`config.mk`:
```
export PLATFORM = sky130hd
export DESIGN_NAME = divisore_sequenziale
export DESIGN_NICKNAME = d
export VERILOG_FILES = /design/src/rtl/divisore_pkg.sv /design/src/rtl/passo_divisione.sv /design/src/rtl/divisore_sequenziale.sv
export SDC_FILE = /design/constraint.sdc
export NUM_CORES = 1
export LEC_CHECK = 0
export BUFFER_PORTS_ARGS = -buffer_cell sky130_fd_sc_hd__buf_2
export CAP_MARGIN = 20
export CORE_AREA = 5 5 56 58
export DETAILED_ROUTE_END_ITERATION = 6
export DIE_AREA = 0 0 61 63
export PLACE_DENSITY = 0.79
export SYNTH_ARGS = -nofsm -noshare
export SYNTH_HDL_FRONTEND = slang
export SYNTH_HIERARCHICAL = 1
export SYNTH_SLANG_ARGS = --single-unit
```
`constraint.sdc`:
```
create_clock -name clk -period 4.09 [get_ports clk]
set_clock_uncertainty 0.15 [all_clocks]
set_input_delay 0.6135 -clock clk [delete_from_list [all_inputs] [get_ports clk]]
set_output_delay 0.6135 -clock clk [all_outputs]
set_load 0.03 [all_outputs]
```
`src/rtl/divisore_pkg.sv`:
```
// Shared types and constants for the sequential unsigned divider.
// Holds the controller state encoding and the default operand width.
package divisore_pkg;

    localparam int DIV_N_DEFAULT = 4;

    typedef enum logic [1:0] {
        IDLE = 2'd0,
        CALC = 2'd1,
        DONE = 2'd2
    } stato_t;

endpackage

```
`src/rtl/passo_divisione.sv`:
```
// One restoring shift-subtract step: shift {r,q} left, subtract d if it fits.
// Combinational, zero latency; no flow control.
module passo_divisione #(
    parameter int N = 4
) (
    input  logic [N:0]   r,
    input  logic [N-1:0] q,
    input  logic [N-1:0] d,
    output logic [N:0]   r_next,
    output logic [N-1:0] q_next
);

    logic [N:0] r_sh;
    logic       ge;

    // A set r[N] means the shifted value is at least 2^(N+1), so d always fits.
    assign r_sh   = {r[N-1:0], q[N-1]};
    assign ge     = r[N] | (r_sh >= {1'b0, d});
    assign r_next = ge ? (r_sh - {1'b0, d}) : r_sh;
    assign q_next = {q[N-2:0], ge};

endmodule

```
`src/rtl/divisore_sequenziale.sv`:
```
// Sequential unsigned divider, one quotient bit per clock; done N edges after start (same edge for d=0).
// start is accepted only in IDLE; requests while busy are dropped, not queued.
module divisore_sequenziale
    import divisore_pkg::*;
#(
    parameter int N = DIV_N_DEFAULT
) (
    input  logic         clk,
    input  logic         rst_n,
    input  logic         start,
    input  logic [N-1:0] dividendo,
    input  logic [N-1:0] divisore,
    output logic [N-1:0] quoziente,
    output logic [N-1:0] resto,
    output logic         done,
    output logic         busy,
    output logic         div0
);

    localparam int CW = (N > 1) ? $clog2(N) : 1;

    stato_t         stato, stato_next;
    logic [N:0]     r_reg;
    logic [N-1:0]   q_reg;
    logic [N-1:0]   d_reg;
    logic [CW-1:0]  cnt;
    logic [N:0]     r_step;
    logic [N-1:0]   q_step;

    passo_divisione #(.N(N)) u_passo (
        .r      (r_reg),
        .q      (q_reg),
        .d      (d_reg),
        .r_next (r_step),
        .q_next (q_step)
    );

    always_ff @(posedge clk or negedge rst_n) begin
        if (!rst_n) begin
            stato <= IDLE;
        end else begin
            stato <= stato_next;
        end
    end

    always_comb begin
        stato_next = stato;
        case (stato)
            IDLE: begin
                if (start) begin
                    stato_next = (divisore == '0) ? DONE : CALC;
                end
            end
            CALC: begin
                if (cnt == '0) begin
                    stato_next = DONE;
                end
            end
            DONE:    stato_next = IDLE;
            default: stato_next = IDLE;
        endcase
    end

    // Both decode the state register directly, so neither depends on inputs.
    always_comb begin
        busy = 1'b0;
        done = 1'b0;
        busy = (stato != IDLE);
        done = (stato == DONE);
    end

    always_ff @(posedge clk or negedge rst_n) begin
        if (!rst_n) begin
            q_reg     <= '0;
            r_reg     <= '0;
            d_reg     <= '0;
            cnt       <= '0;
            quoziente <= '0;
            resto     <= '0;
            div0      <= 1'b0;
        end else begin
            case (stato)
                IDLE: begin
                    if (start) begin
                        if (divisore != '0) begin
                            q_reg <= dividendo;
                            r_reg <= '0;
                            d_reg <= divisore;
                            cnt   <= CW'(N - 1);
                        end else begin
                            quoziente <= '1;
                            resto     <= dividendo;
                            div0      <= 1'b1;
                        end
                    end
                end
                CALC: begin
                    q_reg <= q_step;
                    r_reg <= r_step;
                    // Visible results only move on the last iteration.
                    if (cnt == '0) begin
                        quoziente <= q_step;
                        resto     <= r_step[N-1:0];
                        div0      <= 1'b0;
                    end else begin
                        cnt <= cnt - CW'(1);
                    end
                end
                default: ;
            endcase
        end
    end

endmodule
```
Word-level counts from Yosys, hierarchy flattened --
Cells that the tools add are included. Widths: inputs -> output; s select.
Cells by class: add/subtract/negate cells 2, $lt $le $gt $ge 1, equal/unequal tests 7, multiplexer cells 27, bitwise operators 1, reductions and logical operators 11
Operator list (number):
- $mux 4 | 8
- $pmux 4 s2 | 3
- $mux 5 | 3
- $mux 2 | 6
- $ne 2x2->1 const B | 5
- $pmux 5 s2 | 1
- $pmux 2 s2 | 2
- $reduce_and 4->1 | 2
- $reduce_and 3->1 | 2
- $ge 5x4->1 | 1
- $sub 5x4->5 | 1
- $logic_not 2->1 | 2
- $logic_not 4->1 | 1
- $reduce_bool 2->1 | 2
- $reduce_bool 4->1 | 1
- $mux 1 | 3
- $eq 2x1->1 const B | 1
- $eq 2x2->1 const B | 1
- $pmux 1 s2 | 1
- $reduce_and 2->1 | 1
- $sub 2x1->2 const B | 1
- $or 1x1->1 | 1
Storage, ports and cells: register bits 26, input port bits 11, output and inout bits 11, word-level logic and storage cells 57

Logic depth before layout (Yosys ltp) --
Gate-level depths: netlist of the first run.
depth after elaboration 5, mapped depth 9, gate-level depth less buffers 8

By module --
The synthesis of the first run kept the hierarchy.
By module, submodules not included:
- divisore_sequenziale | times used 1, cells each 91, area an instance 1182.4 um^2, seq. area each 650.6 um^2
- passo_divisione | times used 1, cells each 36, area an instance 290.3 um^2, seq. area each 0.0 um^2

Worst setup path before layout of the first run --
Ideal clock, no wire load.
path type reg2reg, start point register r_reg[1], end point register resto[2], setup time 0.125 ns, arrival time 2.261 ns, required time 3.815 ns, setup slack 1.554 ns, stages on the path, launching flop included 8, buffers on the path 0, clock period less this slack 2.536 ns, cell sequence dfrtp_1 > ha_1 > a41o_1 > or3_4 > nor2_8 > mux2_4 > mux2_2 > mux2_2
On the way: cells in the longest elaborated chain, start to end 5, elaborated cells on any way between the ends 6, classes of those cells add/sub (1); order compare (1); mux (3); bitwise (1)
Ends and longest elaborated chain:
- start, declared | line divisore_sequenziale.sv:23 | logic [N:0] r_reg;
- start signal, assigned | line divisore_sequenziale.sv:99 | r_reg <= r_step;
- $ge 5x4->1 | line passo_divisione.sv:18 | assign ge = r[N] | (r_sh >= {1'b0, d});
- $or 1x1->1 | line passo_divisione.sv:18
- $mux 5 * | line passo_divisione.sv:19 | assign r_next = ge ? (r_sh - {1'b0, d}) : r_sh;
- net r_step[2] | line divisore_sequenziale.sv:27 | logic [N:0] r_step;
- $mux 4 * | line divisore_sequenziale.sv:101 | if (cnt == '0) begin
- $pmux 4 s2 * | line divisore_sequenziale.sv:82 | case (stato)
- end signal, assigned | line divisore_sequenziale.sv:92 | resto <= dividendo;
- end signal, assigned | line divisore_sequenziale.sv:103 | resto <= r_step[N-1:0];
- end, declared | line divisore_sequenziale.sv:14 | output logic [N-1:0] resto,
The timed path passes the listed nets; every way through them passes the cells marked *. The select of a mux whose other input is x is not followed. A chain may end at the register's enable or synchronous reset.

Worst setup path in the final report of the first run --
Same ends and word-level chain as after synthesis.

==> impl_results.md, run 1 <==
* Worst Setup EP: resto[2]$_DFFE_PN0P_
* First-pass iteration count of the detailed router at 4
* Starting Density at 56.32%
* Sink Count at 26
* Largest cells by area after synthesis: dfrtp_1 (44%), mux2_2 (15%), ha_1 (4.2%)
* FF+latch count, synth at 26
* Hpwl dp at 2074 µm
* Gr usage total at 16.06%
* Cts hold-fix bufs at 0
* H-Tree Depth at 1
* Worst setup startpoint: r_reg[1]$_DFFE_PN0P_
* Actual slew at the worst max-slew pin at 0.5599 ns
* Max VDD drop at 0.0006730 V
* Asr flop ratio synth at 100.0%
* Final cell count without fillers at 177
* Wire length of the first global-routing pass at 4795 µm
* Worst reg2reg endpoint: resto[2]$_DFFE_PN0P_
* Gp weighted congestion at 0.8249
* Post-cts resize count at 0
* Syn Nets at ~140
* Worst EP required at 4.17 ns
* Pwr per Cell Area at 1029 nW/µm²
* Tcrit/Tclk final at 64.42%
* Pre-CTS setup slack at ~1.5 ns
* Ys Warns at 6
* Top_reg_cell synth: dfrtp_1
* Largest net degree at the start of global routing at 27
* Via count at about 970
* Synth Instances at 127
* Detail Route Antenna Nets at 0
* Min-Delay Path Class: input pin to asynchronous set/reset pin
* Crit-path cells: ha_1, a41o_1, or3_4, nor2_8, mux2_4, mux2_2, mux2_2
* Number of antenna violations at the first check in global routing at 0
* Syn avg cell area at 11.60 µm²
* Grt ovf at 0
* Kind of critical path: register to register
* Most common cell in the netlist: dfrtp_1
* Clock latency on the worst-skew pair at 0.32 ns
* RSZ-0062 raised after global routing: no
* Row count at 19
* Worst Path Arrival at 2.71 ns
* Final Critical Period at 2.635 ns
* CP Capture Type: register
* ANT cells at 0
* Die width at 61 µm
* Max-slew violation count at 0
* Max reg flops at 5
* Area of the mapped netlist at 1473 µm²
* Vias in the first global route at 1045
* Cell family with most CP delay: multiplexers
* WHS at 0.1071 ns
* Max stage delay on crit path at 0.43 ns
* Area Overhead vs Synth at 10.20%
* Status: complete, no violations
* Residual DRC at 0
* Port bufs at 21
* CTS tree: yes
* Slowest CP cell: dfrtp_1
* R2R Setup Slk at 1.46 ns
* Layout Nets at 164
* Sequential element share of the synthesized area at between 40% and 50%
* Final setup viols at 0
* Most common cell on crit path: mux2_2
* Die Y at ~63 µm
* Post-synthesis cell type count at 39
* Placed cells at between 150 and 200
* Post-synth top area cell: dfrtp_1
* Top cell type's share of synthesized area at 44.18%
* Total I/O pin count at 22
* Crit path max fanout at 5
* Via density at 5.469
* Fillers at about 210
* R2R cell count at 7
* DIE AREA at 3843 µm²
* TritonCTS buffer count at 3
* Number of DRC markers in iteration 0 at 41
* Final worst setup slack at 1.455 ns
* Wire per inst at between 15 and 20 µm
* Core footprint at 2615 µm²
* DRT Wirelength at 2718 µm
* Post-CTS setup buffer count at 0
* Finished Core Util at 62.06%
* Worst path bufs/invs at 0
* Max-cap violations at 0
* Clk slew on worst S/H paths at 0.15 ns
* Max_slew headroom at 62.37%
* Max Clock Freq at between 0.3 and 0.4 GHz
* P_leak at approximately 0.73 nW
* Critical path depth at 7
* Post-Route Setup TNS at 0 ns
* CTS max path bufs at 2
* Commonest cells post-synth: dfrtp_1 (26), mux2_2 (20), inv_1 (10)
* Clock Tree Root: clkbuf_4
* Worst R2R Start: r_reg[1]$_DFFE_PN0P_
* Post-synth EDFFs at 0
* Hold Vio Cnt, Final at 0
* Layout cells sized above 1 at 39.04%
* Nature of the critical path startpoint: register
[worst min-delay path by stage]
stage	startpoint	endpoint	depth (start not counted)	slack (ns)
after CTS	rst_n	div0$_DFFE_PN0P_	1	0.12
after global placement	resto[3]$_DFFE_PN0P_	resto[3]$_DFFE_PN0P_	1	0.34
after floorplan	rst_n	cnt[0]$_DFFE_PN0P_	0	0.17
after global routing	rst_n	div0$_DFFE_PN0P_	1	0.14
after detailed placement	resto[1]$_DFFE_PN0P_	resto[1]$_DFFE_PN0P_	1	0.34
final	rst_n	stato[1]$_DFFE_PN0P_	1	0.11
[report_power, final]
part           switching (mW)  internal [mW]
Sequential             0.0916          0.384
Combinational           0.521          0.498
Clock                  0.0768         0.0991
[through the flow]
step / total power [mW] / instance area (µm²)
global placement: 1.456 / 1570
global route: 1.808 / 1623
CTS: 1.683 / 1623
finish: 1.670 / 1623
detailed placement: 1.492 / 1570
floorplan: 1.329 / 1473
[per-layer routing]
layer / GRT usage (%) / vias to the layer above / wire [µm]
met5: 0 / - / 0
met4: 4.065 / 0 / 11
met1: 21.99 / 454 / 1276
met3: 2.686 / 2 / 123
met2: 25.94 / 18 / 1307
li1: - / 494 / -
[worst reg2reg max path: cells and delay by family (launching register included)]
kind                       cells  cell delay (ns)
AOI/OAI and AO/OA              1             0.27
muxes                          3             0.84
adders and majority gates      1             0.37
and+or+nand+nor                2             0.50
DFF                            1             0.43
[cell families (layout without fill, tap and decap cells)]
logic type | after synthesis | in the layout | share of synthesized area [%]
muxes | 23 | 23 | 17.67
buffers and inverters | 18 | 37 | 6.457
adders and majority gates | 6 | 6 | 5.608
DFF | 26 | 26 | 44.18
and+or+nand+nor | 22 | 22 | 10.37
xor gates and xnor gates | 1 | 1 | 0.5948
AOI/OAI and AO/OA | 31 | 31 | 15.12
[final cells by class]
class	count	area, µm²	share of cell area, %
well taps	31	38.79	2.390
multi-input cells	83	726.9	44.80
inverters	11	41.29	2.544
flip-flops and latches	26	650.6	40.09
clock inverters	1	30.03	1.850
clock buffers	3	22.52	1.388
repair buffers	22	112.6	6.939
[placed cells by master (no fill, tap or decap), types with 2 or more instances in the layout]
cell type,instances
dfrtp_1,26
buf_2,21
mux2_2,20
inv_1,10
a21oi_1,9
nor2_1,8
a22o_1,6
ha_1,5
o21ai_0,4
clkbuf_4,3
nor2b_1,2
nand2_1,2
o21a_1,2
mux2i_1,2
(Power assumes the default switching activity.)
==> run 2: changes to the inputs <==
Settings changed: CORE_AREA 5 5 56 58 to 5 5 61 63, DIE_AREA 0 0 61 63 to 0 0 66 68, PLACE_DENSITY 0.79 to 0.69.
Clock period 4.09 ns to 2.4 ns, I/O delays scaled along.
==> run 2 against run 1 <==
Against the previous run: the flow now finishes with violations (setup timing); die area grew 17%; power rose by 85%; utilization is 6.8 points lower; setup slack worse by 1.5 ns; sequential power is 71% higher; flip-flop and latch count unchanged; critical endpoint unchanged; highest routed layer unchanged.
==> impl_results.md, run 2 (synthesized netlist as in run 1, its figures left out) <==
* Status: finished with violations
* Failing checks: setup timing
* Commonest non-fill, non-tap cell in the layout: dfrtp_1
* DRT Wirelength at 2983 µm
* Hold Vio Cnt, Final at 0
* TritonCTS buffer count at 3
* RSZ-0062 raised after global routing: yes
* P_leak at 0.7904 nW
* Via count at 1058
* Sink Count at 26
* Crit path max fanout at 2
* H-Tree Depth at 1
* Max VDD drop at 0.0008559 V
* Combinational group share of total power at roughly two thirds
* Max-cap violations at 0
* Final worst setup slack at -0.07832 ns
* Number of antenna violations at the first check in global routing at 0
* Gp weighted congestion at 0.8394
* Clk pwr share at 7.2%
* Number of DRC markers in iteration 0 at 48
* Max-slew violation count at 0
* Total I/O pin count at 22
* Largest net degree at the start of global routing at 27
* Actual slew at the worst max-slew pin at 0.5757 ns
* R2R Setup Slk at -0.08 ns
* Internal at 1.821 mW
* Fillers at between 200 and 300
* Max_slew headroom at 61.62%
* Port bufs at 21
* Residual DRC at 0
* Max Clock Freq at 0.4035 GHz
* Wire per inst at 14.62 µm
* Power share of the sequential group at 26.4%
* Total power after layout at 3.087 mW
* Tcrit/Tclk final at 103.3%
* CTS max path bufs at 2
* Gr usage total at ~14%
* Max reg flops at 5
* Worst EP required at 2.47 ns
* Area Overhead vs Synth at 19.37%
* Die Y at around 70 µm
* Switch share at 41.02%
* Clk slew on worst S/H paths at 0.14 ns
* Worst Path Arrival at 2.55 ns
* Pwr per Cell Area at around 1800 nW/µm²
* Layout cells sized above 1 at 46.20%
* CP Capture Type: register
* Starting Density at 46.32%
* DIE AREA at roughly 4500 µm²
* Vias in the first global route at between 1000 and 1500
* Kind of critical path: register to register
* Via density at ~5.2
* Row count at 21
* Most frequent cells in the layout: dfrtp_1 (26), buf_2 (21), mux2_2 (18)
* Final setup viols at 3
* Final Critical Period at 2.478 ns
* Post-CTS setup buffer count at 0
* Post-Route Setup TNS at -0.1136 ns
* First-pass iteration count of the detailed router at 4
* Pre-CTS setup slack at -0.05622 ns
* WHS at approximately 0.15 ns
* Post-DP Area at 1697 µm²
* Nature of the critical path startpoint: register
* Detail Route Antenna Nets at 0
* Die width at 66 µm
* Min-Delay Path Class: input pin to register
* CTS tree: yes
* Clock latency on the worst-skew pair at 0.33 ns
* Layout Nets at 176
* Core footprint at 3179 µm²
* Wire length of the first global-routing pass at 4974 µm
* Clock Tree Root: clkbuf_4
* Net Sw Power at roughly 1.3 mW
* ANT cells at 0
* Fin area at 1758 µm²
* Grt ovf at 0
* Hpwl dp at 2321 µm
-- run 2: changes by cell type in the layout (fill, tap and decap cells not counted), sizes merged --
cell | before | now
buf | 22 | 33
bufinv | 1 | 0
clkbuf | 3 | 4
dlygate4sd3 | 0 | 1
-- run 2: worst max-delay path: stages, from the launching register on --
cell and delay [ns]:
dfrtp_1 0.44, ha_4 0.25, a41o_1 0.24, or3_4 0.36, nor2_8 0.10, mux2_4 0.31, mux2_4 0.26, mux2_4 0.25
-- run 2: timing repair --
action,4_1_cts,5_1_grt
endpoints found under the hold margin,26,0
hold buffers,1,0
setup endpoints to repair,3,5
gates resized for setup,2,3
-- run 2: power by group through the flow --
| stage | logic (mW) | clock network (mW) | registers (mW) |
|---|---|---|---|
| 2_1_floorplan | 1.41 | 0 | 0.905 |
| 3_3_place_gp | 1.91 | 0 | 0.809 |
| 3_5_place_dp | 1.96 | 0 | 0.820 |
| 4_1_cts | 2.02 | 0.230 | 0.813 |
| 5_1_grt | 2.23 | 0.245 | 0.843 |
| 6_report | 2.05 | 0.222 | 0.815 |
-- run 2: final cells by class --
class	instances	area, µm²	share of cell area (%)
clock buffers	4	36.28	2.064
inverters	11	41.29	2.349
multi-input cells	83	767.0	43.63
flip-flops and latches	26	650.6	37.01
well taps	46	57.56	3.274
repair buffers	34	205.2	11.67
-- run 2: stage by stage --
step / utilization (%) / instances
4_1_cts: 55.06 / 204
5_1_grt: 55.29 / 204
6_report: 55.29 / 204
3_5_place_dp: 53.36 / 199
3_3_place_gp: 53.36 / 199
2_1_floorplan: - / 127
-- run 2: path summary, 6_finish.rpt --
path / start / to / depth (start not counted)
setup / recovery: r_reg[2]$_DFFE_PN0P_ / resto[2]$_DFFE_PN0P_ / 7
hold / removal: divisore[2] / d_reg[2]$_DFFE_PN0P_ / 2
setup reg to reg: r_reg[2]$_DFFE_PN0P_ / resto[2]$_DFFE_PN0P_ / 7
hold reg to reg: q_reg[3]$_DFFE_PN0P_ / q_reg[3]$_DFFE_PN0P_ / 1
max in group asynchronous: rst_n / resto[2]$_DFFE_PN0P_ / 2
min in group asynchronous: rst_n / d_reg[2]$_DFFE_PN0P_ / 2
-- run 2: per-layer routing --
layer  wire (µm)  vias up  part of all wire (%)  track usage, %
met5           0        -                     0               0
met4          42        0                   1.4           2.538
met3         201        7                   6.7           4.762
met2        1385       34                    46           24.53
met1        1353      505                    45           18.26
li1            -      512                     -               -
==> run 3: changes to the inputs <==
Settings changed: CORE_AREA 5 5 61 63 to 5 5 58 60, DIE_AREA 0 0 66 68 to 0 0 63 65, PLACE_DENSITY 0.69 to 0.74.
Clock period 2.4 ns to 2.5 ns, I/O delays scaled along.
==> run 3 against run 2 <==
Against the previous run: the run still ends with setup timing left; non-clock buffer count is 6 lower; combinational power is 11% lower; register-to-register slack better by 0.08 ns; sequential power fell by 3.2%; first-iteration DRC count fell by 2.1%; critical path depth stayed put; via count is 3.1% lower; die area fell by 8.8%; count of clock-buffer cells in the layout fell by 1; flip-flop and latch count did not move; utilization is 4.4 points higher; sequential share of layout area grew 0.86 points; critical endpoint unchanged; largest power group unchanged.
==> impl_results.md, run 3 (synthesized netlist as in run 1, its figures left out) <==
* Area Overhead vs Synth at 16.65%
* Placed cells at between 150 and 200
* First-pass iteration count of the detailed router at 4
* Max reg flops at 5
* Area of the multi-input gates at 772.0 µm²
* WHS at between 0.15 and 0.2 ns
* Wire length of the first global-routing pass at 4926 µm
* Pwr per Cell Area at ~1700 nW/µm²
* Detail Route Antenna Nets at 0
* Post-CTS setup buffer count at 0
* Tcrit/Tclk final at 100.1%
* Crit path max fanout at 4
* Max-cap violations at 0
* Post-Route Setup TNS at -0.002797 ns
* Layout cells sized above 1 at 44.08%
* Sink Count at 26
* Net Sw Power at 1.171 mW
* Via count at 1025
* Failing checks: setup timing
* Switch share at 40.27%
* Actual slew at the worst max-slew pin at around 0.57 ns
* Combinational group share of total power at 62.9%
* Die width at 63 µm
* Final Critical Period at 2.503 ns
* Finished Core Util at 59.70%
* Final setup viols at 1
* Gp weighted congestion at 0.7910
* Hpwl dp at 2201 µm
* Core footprint at 2878 µm²
* TritonCTS buffer count at 3
* CTS max path bufs at 2
* Via density at 5.541
* Wire per inst at 15.14 µm
* Number of antenna violations at the first check in global routing at 0
* DIE AREA at 4095 µm²
* Kind of critical path: register to register
* Commonest non-fill, non-tap cell in the layout: dfrtp_1
* Starting Density at between 50% and 60%
* Port bufs at 21
* Total I/O pin count at 22
* Die Y at 65 µm
* Vias in the first global route at 1096
* Internal at approximately 1.7 mW
* Most frequent cells in the layout: dfrtp_1 (26), buf_2 (21), mux2_2 (19)
* Residual DRC at 0
* Gr usage total at 14.91%
* DRT Wirelength at 2801 µm
* Fillers at around 250
* Worst EP required at 2.58 ns
* Layout Nets at 170
* Nature of the critical path startpoint: register
* H-Tree Depth at 1
* R2R Setup Slk at -0.003 ns
* Worst Path Arrival at 2.58 ns
* Clock latency on the worst-skew pair at between 0.3 and 0.4 ns
* Final worst setup slack at -0.002797 ns
* Grt ovf at 0
* Sequential cell area at 650.6 µm²
* Clk pwr share at 9.9%
* Clock Tree Root: clkbuf_4
* Hold Vio Cnt, Final at 0
* Max VDD drop at 0.001027 V
* Power share of the sequential group at 27.2%
* Status: finished with violations
* Max_slew headroom at 61.72%
* Row count at 20
* CTS tree: yes
* ANT cells at 0
* Number of DRC markers in iteration 0 at 47
* CP Capture Type: register
* Max-slew violation count at 0
* RSZ-0062 raised after global routing: yes
* Max Clock Freq at 0.3996 GHz
* Min-Delay Path Class: input pin to register
* Largest net degree at the start of global routing at 27
* Clk slew on worst S/H paths at 0.14 ns
* Final cell count without fillers at 185
* P_leak at 0.7644 nW
-- run 3: worst max-delay path: stages (launching register included) --
cell and delay, ns:
dfrtp_1 0.46, ha_4 0.27, a41o_1 0.24, or3_4 0.37, nor2_8 0.10, mux2_4 0.31, mux2_4 0.25, mux2_2 0.26
-- run 3: layout make-up --
| cell class | count | area share, % |
|---|---|---|
| Tap cell | 33 | 2.403 |
| Multi-Input combinational cell | 83 | 44.94 |
| Clock buffer | 3 | 1.311 |
| Timing Repair Buffer | 28 | 9.323 |
| Clock inverter | 1 | 1.748 |
| Inverter | 11 | 2.403 |
| Sequential cell | 26 | 37.87 |
-- run 3: power by group through the flow --
stage          logic, mW  registers, mW  clock network (mW)
2_1_floorplan       1.35          0.869                   0
3_3_place_gp        1.73          0.781                   0
3_5_place_dp        1.77          0.795                   0
4_1_cts             1.79          0.787               0.296
5_1_grt             2.01          0.818               0.313
6_report            1.83          0.789               0.288
-- run 3: routing by layer --
layer / global-route usage [%] / part of all wire [%] / vias up
met5: 0 / 0 / -
met4: 4.775 / 1.4 / 0
met3: 2.773 / 4.0 / 3
met2: 25.90 / 49 / 19
met1: 18.55 / 46 / 498
li1: - / - / 505
-- run 3: per-stage QoR --
stage,total power [mW],setup slack (ns),instance area [µm²]
3_3_place_gp,2.512,0.03059,1635
4_1_cts,2.869,0.001499,1698
5_1_grt,3.136,-0.03915,1718
3_5_place_dp,2.567,0.01354,1635
6_report,2.906,-0.002797,1718
2_1_floorplan,2.221,0.04031,1498
-- run 3: worst paths after layout --
check	start	endpoint	cells after the start
worst max-delay path	r_reg[2]$_DFFE_PN0P_	resto[2]$_DFFE_PN0P_	7
worst min-delay path	divisore[1]	d_reg[1]$_DFFE_PN0P_	2
worst min register to register	resto[3]$_DFFE_PN0P_	resto[3]$_DFFE_PN0P_	1
worst max register to register	r_reg[2]$_DFFE_PN0P_	resto[2]$_DFFE_PN0P_	7
max in group asynchronous	rst_n	quoziente[1]$_DFFE_PN0P_	2
min in group asynchronous	rst_n	d_reg[3]$_DFFE_PN0P_	2
-- run 3: repair_timing --
action                     4_1_cts  5_1_grt
hold buffers                     1        0
setup endpoints to repair        0        3
resized for setup                0        4
hold endpoints to repair        26        0
